<file path="src/rtl/grf_hazard_ctrl.sv">
// GRF hazard controller: tracks in-flight register writes in E/M/W and the
// multiply/divide busy counter, and from them derives the D-stage stall and
// the forwarding select for each GRF read port.
module grf_hazard_ctrl #(
  parameter int MULT_CYCLES = 5,
  parameter int DIV_CYCLES  = 10
) (
  input  logic       Clk,
  input  logic       Reset,
  input  logic       D_Valid,
  input  logic [4:0] D_RAddr1,
  input  logic [1:0] D_Tuse1,
  input  logic [4:0] D_RAddr2,
  input  logic [1:0] D_Tuse2,
  input  logic       D_RegWrite,
  input  logic [4:0] D_WAddr,
  input  logic [1:0] D_Tnew,
  input  logic [1:0] D_MDStart,
  input  logic       D_MDUse,
  output logic       Stall,
  output logic [1:0] Fwd1Sel,
  output logic [1:0] Fwd2Sel,
  output logic       MDBusy
);

  // One in-flight register write: destination and cycles until forwardable.
  typedef struct packed {
    logic       valid;
    logic [4:0] waddr;
    logic [1:0] tnew;
  } shadow_t;

  localparam logic [3:0] MULT_LOAD = 4'(MULT_CYCLES);
  localparam logic [3:0] DIV_LOAD  = 4'(DIV_CYCLES);

  shadow_t    e_reg;
  shadow_t    m_reg;
  shadow_t    w_reg;
  logic [3:0] md_cnt_reg;
  logic       md_start_reg;   // E holds an instruction that starts the MDU
  logic [1:0] md_type_reg;    // 1 mult/multu, 2 div/divu
  logic       issue;
  logic       op_stall;
  logic       md_stall;
  logic [2:0] port1_eval;
  logic [2:0] port2_eval;
  logic       w_tnew_unused;

  // Saturating decrement: an entry that is already forwardable stays at 0.
  function automatic logic [1:0] sat_dec(input logic [1:0] x);
    return (x != 2'd0) ? x - 2'd1 : 2'd0;
  endfunction

  // Returns {stall, fwd_sel} for one read port. The youngest matching entry
  // decides; a W match ends the search with no stall and a GRF read, since
  // the register file writes through to the same-cycle read.
  function automatic logic [2:0] port_eval(
    input logic [4:0] raddr,
    input logic [1:0] tuse,
    input shadow_t    e,
    input shadow_t    m,
    input shadow_t    w
  );
    logic       stall_p;
    logic [1:0] sel;
    stall_p = 1'b0;
    sel     = 2'd0;
    if (raddr != 5'd0) begin
      if (e.valid && e.waddr == raddr) begin
        stall_p = (e.tnew > tuse);
        sel     = (e.tnew == 2'd0) ? 2'd2 : 2'd0;
      end else if (m.valid && m.waddr == raddr) begin
        stall_p = (m.tnew > tuse);
        sel     = (m.tnew == 2'd0) ? 2'd1 : 2'd0;
      end else if (w.valid && w.waddr == raddr) begin
        stall_p = 1'b0;
        sel     = 2'd0;
      end
    end
    return {stall_p, sel};
  endfunction

  // W's remaining latency is kept for observability but never gates anything.
  assign w_tnew_unused = ^w_reg.tnew;

  // Per-port hazard evaluation and the combined stall decision.
  always_comb begin
    port1_eval = port_eval(D_RAddr1, D_Tuse1, e_reg, m_reg, w_reg);
    port2_eval = port_eval(D_RAddr2, D_Tuse2, e_reg, m_reg, w_reg);
    op_stall   = port1_eval[2] | port2_eval[2];
    md_stall   = D_MDUse && ((md_cnt_reg != 4'd0) || md_start_reg);
    Stall      = D_Valid && (op_stall || md_stall);
    Fwd1Sel    = port1_eval[1:0];
    Fwd2Sel    = port2_eval[1:0];
    MDBusy     = (md_cnt_reg != 4'd0);
    issue      = D_Valid && !Stall;
  end

  // Advance the shadow pipeline and the MDU busy counter every cycle; a
  // stalled D simply injects a bubble into E.
  always_ff @(posedge Clk) begin
    if (Reset) begin
      e_reg        <= '0;
      m_reg        <= '0;
      w_reg        <= '0;
      md_cnt_reg   <= 4'd0;
      md_start_reg <= 1'b0;
      md_type_reg  <= 2'd0;
    end else begin
      w_reg        <= {m_reg.valid, m_reg.waddr, sat_dec(m_reg.tnew)};
      m_reg        <= {e_reg.valid, e_reg.waddr, sat_dec(e_reg.tnew)};
      e_reg        <= {issue && D_RegWrite && (D_WAddr != 5'd0), D_WAddr, D_Tnew};
      md_start_reg <= issue && (D_MDStart != 2'd0);
      md_type_reg  <= issue ? D_MDStart : 2'd0;
      if (md_start_reg) begin
        md_cnt_reg <= (md_type_reg == 2'd1) ? MULT_LOAD : DIV_LOAD;
      end else if (md_cnt_reg != 4'd0) begin
        md_cnt_reg <= md_cnt_reg - 4'd1;
      end
    end
  end

endmodule

</file>
<file path="config.mk">
export PLATFORM = sky130hd
export DESIGN_NAME = grf_hazard_ctrl
export DESIGN_NICKNAME = d
export VERILOG_FILES = /design/src/rtl/grf_hazard_ctrl.sv
export SDC_FILE = /design/constraint.sdc
export NUM_CORES = 1
export LEC_CHECK = 0
export ABC_AREA = 1
export CAP_MARGIN = 5
export CORE_MARGIN = 2
export CORE_UTILIZATION = 49
export DETAILED_ROUTE_END_ITERATION = 16
export PLACE_DENSITY_LB_ADDON = 0.25
export SYNTH_ARGS = -nofsm -noshare
export SYNTH_HDL_FRONTEND = slang
export SYNTH_SLANG_ARGS = --single-unit
</file>
<file path="constraint.sdc">
create_clock -name Clk -period 2 [get_ports Clk]
set_input_delay 0.4 -clock Clk [delete_from_list [all_inputs] [get_ports Clk]]
set_output_delay 0.4 -clock Clk [all_outputs]
set_load 0.02 [all_outputs]
</file>
==> metrics <==
Util after Layout=77.5%; Clock Path Buffers=2; initial antenna violation count=0; RSZ-0062 raised after global routing=yes; min Tclk post-route=between 2 and 2.5 ns; max incr delay on CP=0.29 ns; hold buffers post-CTS=0; share of flip-flops with an asynchronous set or reset=0%; DP Worst Slack=-0.859 ns; Residual DRC=0; Avg Cell Area, Syn=6.48 µm²; TritonCTS clock tree=yes; CP required=1.60 ns; Leak=1.07 nW; Clock Latency Late Sink=around 0.32 ns; Die Area=~3400 µm²; fmax=roughly 480 MHz; Critical Path Source Type=input port; Fin. Hold Viols=0; Setup WS post-layout=-0.0852 ns; Worst-Margin Slew=0.310 ns; vias in the first global route=~1400; Die W=58.4 µm; Synth Cell Area=between 1000 and 1500 µm²; drt total wl=3500 µm; Top-Level Pins=34; max cap viols=0; slowest CP cell=dlygate4sd2_1; number of port buffers=33; reg-to-reg setup timing slack=0.31 ns; Synth Flop Type=dfxtp_1; final hold slack=0.449 ns; DR iter-0 viols=79; violated checks=negative setup slack; Initial Utilization=52.2%; status=finished, violations left; register area share after synthesis=between 30% and 40%; final net count=323; Post-DRT Antenna Nets=0; most used cell, CP=nand2_2; flops & latches, synth=23; Crit Path Class=in -> out; Std-Cell Rows=19; Fill cells=218; syn_nets=263; Fin Clk Skew=roughly 0.0037 ns; post-DP HPWL=around 2500 µm; Die H=58.4 µm; CP Capture Type=output pin; Core Region=~2800 µm²; root buf cell=clkbuf_4; CP arrival=1.69 ns; warnings from Yosys=0; Post-Route Setup TNS=-0.0852 ns; routed vias/inst=slightly below 5; number of flops mapped to enable cells by yosys=0; largest net degree at the start of global routing=13; Worst VDD drop=around 0.9 mV; 1st-pass router iterations=4; first-pass GRT wire length=5640 µm; # diodes=0; Final period util=104%; Sink Count=23; PD cells=659 nW/µm²; final setup violation count=1; final instance area=between 2000 and 2500 µm²; clk slew on worst S/H paths=approximately 0.13 ns; critical path cell sequence=dlygate4sd2_1 -> ha_4 -> nand2_2 -> inv_2 -> nor2_1 -> nand4_1 -> nand2_1 -> nand2_2 -> nand3_2 -> nand2_2 -> inv_2 -> buf_6; layout cell share with drive strength beyond 1=32.9%; Worst slew margin=79.3%; fin. max-slew vios=0; CTS H-tree depth=1; Area Overhead vs Synth=48.5%; hold crit path type=reg -> reg; routed via count=1542; CP max FO=2; total CTS buffers=3; total grt overflow=0; Placed Instance Area=slightly below 2000 µm²; gpl congestion=0.910; Mapped Cells=224; total track usage=21.4%; Distinct cells, synth=26; commonest non-fill, non-tap cell in the layout=nand2_1; WL per Instance=approximately 11 µm; most frequent cells in the layout=48 x nand2_1, 34 x inv_1, 32 x nor2_1, 24 x buf_4, 15 x inv_2
Yosys cell counts, drive strengths merged (2+ instances only):
cell | number | area share, %
nor2 | 40 | 11
nor3 | 8 | 2.8
ha | 11 | 9.5
a21oi | 11 | 4.1
o21ai | 5 | 1.7
nor4 | 2 | 0.86
dfxtp | 23 | 32
nand2 | 52 | 14
xnor2 | 2 | 1.2
nand4 | 3 | 2.3
nand3 | 9 | 3.8
inv | 50 | 13
final timing paths:
path                                  from             end  cells past startpoint
worst max register to register    e_reg[1]  md_type_reg[1]                     11
worst max-delay path            D_Tuse1[0]           Stall                     12
worst min register to register    e_reg[7]        m_reg[7]                      2
worst min-delay path              e_reg[7]        m_reg[7]                      2
metal layers:
| layer | wire, µm | vias to the layer above | global-route usage (%) |
|---|---|---|---|
| li1 | - | 814 | - |
| met1 | 1600 | 682 | 27.9 |
| met2 | 1630 | 39 | 35.3 |
| met3 | 194 | 7 | 2.86 |
| met4 | 68 | 0 | 9.30 |
| met5 | 0 | - | 0 |
timing repair:
item,in CTS,in global routing
setup buffers,2,1
pin swaps,24,15
setup endpoints to repair,6,5
resized for setup,64,35
area by class of cell:
cell class                      instances  area, µm²  area share [%]
Timing Repair Buffer                   57        484            22.5
Tap cell                               31       38.8            1.80
Clock buffer                            4       26.3            1.22
Inverter                               50        190            8.82
Sequential cell                        23        479            22.2
Multi-Input combinational cell        149        937            43.5
cells by family (layout without fill, tap and decap cells):
logic type,Yosys count,in the layout,share of synthesized area (%)
xor+xnor,3,3,1.81
flops,23,23,31.7
compound gates,20,20,7.85
buf+inv,52,111,14.0
fa+ha+maj,11,11,9.48
simple gates,115,115,35.2
per-stage QoR:
| step | power, W | cells |
|---|---|---|
| after detailed placement | 0.00117 | 307 |
| after CTS | 0.00140 | 313 |
| after floorplan | 0.000885 | 224 |
| after global placement | 0.00115 | 307 |
| after global routing | 0.00153 | 314 |
| final | 0.00142 | 314 |
worst max-delay path, delay by kind of cell:
| kind | cells | cell delay (ns) |
|---|---|---|
| buf+inv | 4 | 0.47 |
| simple gates | 7 | 0.56 |
| fa+ha+maj | 1 | 0.26 |
report_power, final:
group | leakage [nW] | switching (W) | total [W] | internal [W]
Clock | 0.0150 | 0.000144 | 0.000222 | 0.0000781
Sequential | 0.194 | 0.0000355 | 0.000551 | 0.000516
Combinational | 0.865 | 0.000320 | 0.000648 | 0.000328
Total | 1.07 | 0.000499 | 0.00142 | 0.000922
Note: power is estimated with default switching activity, not from simulation.
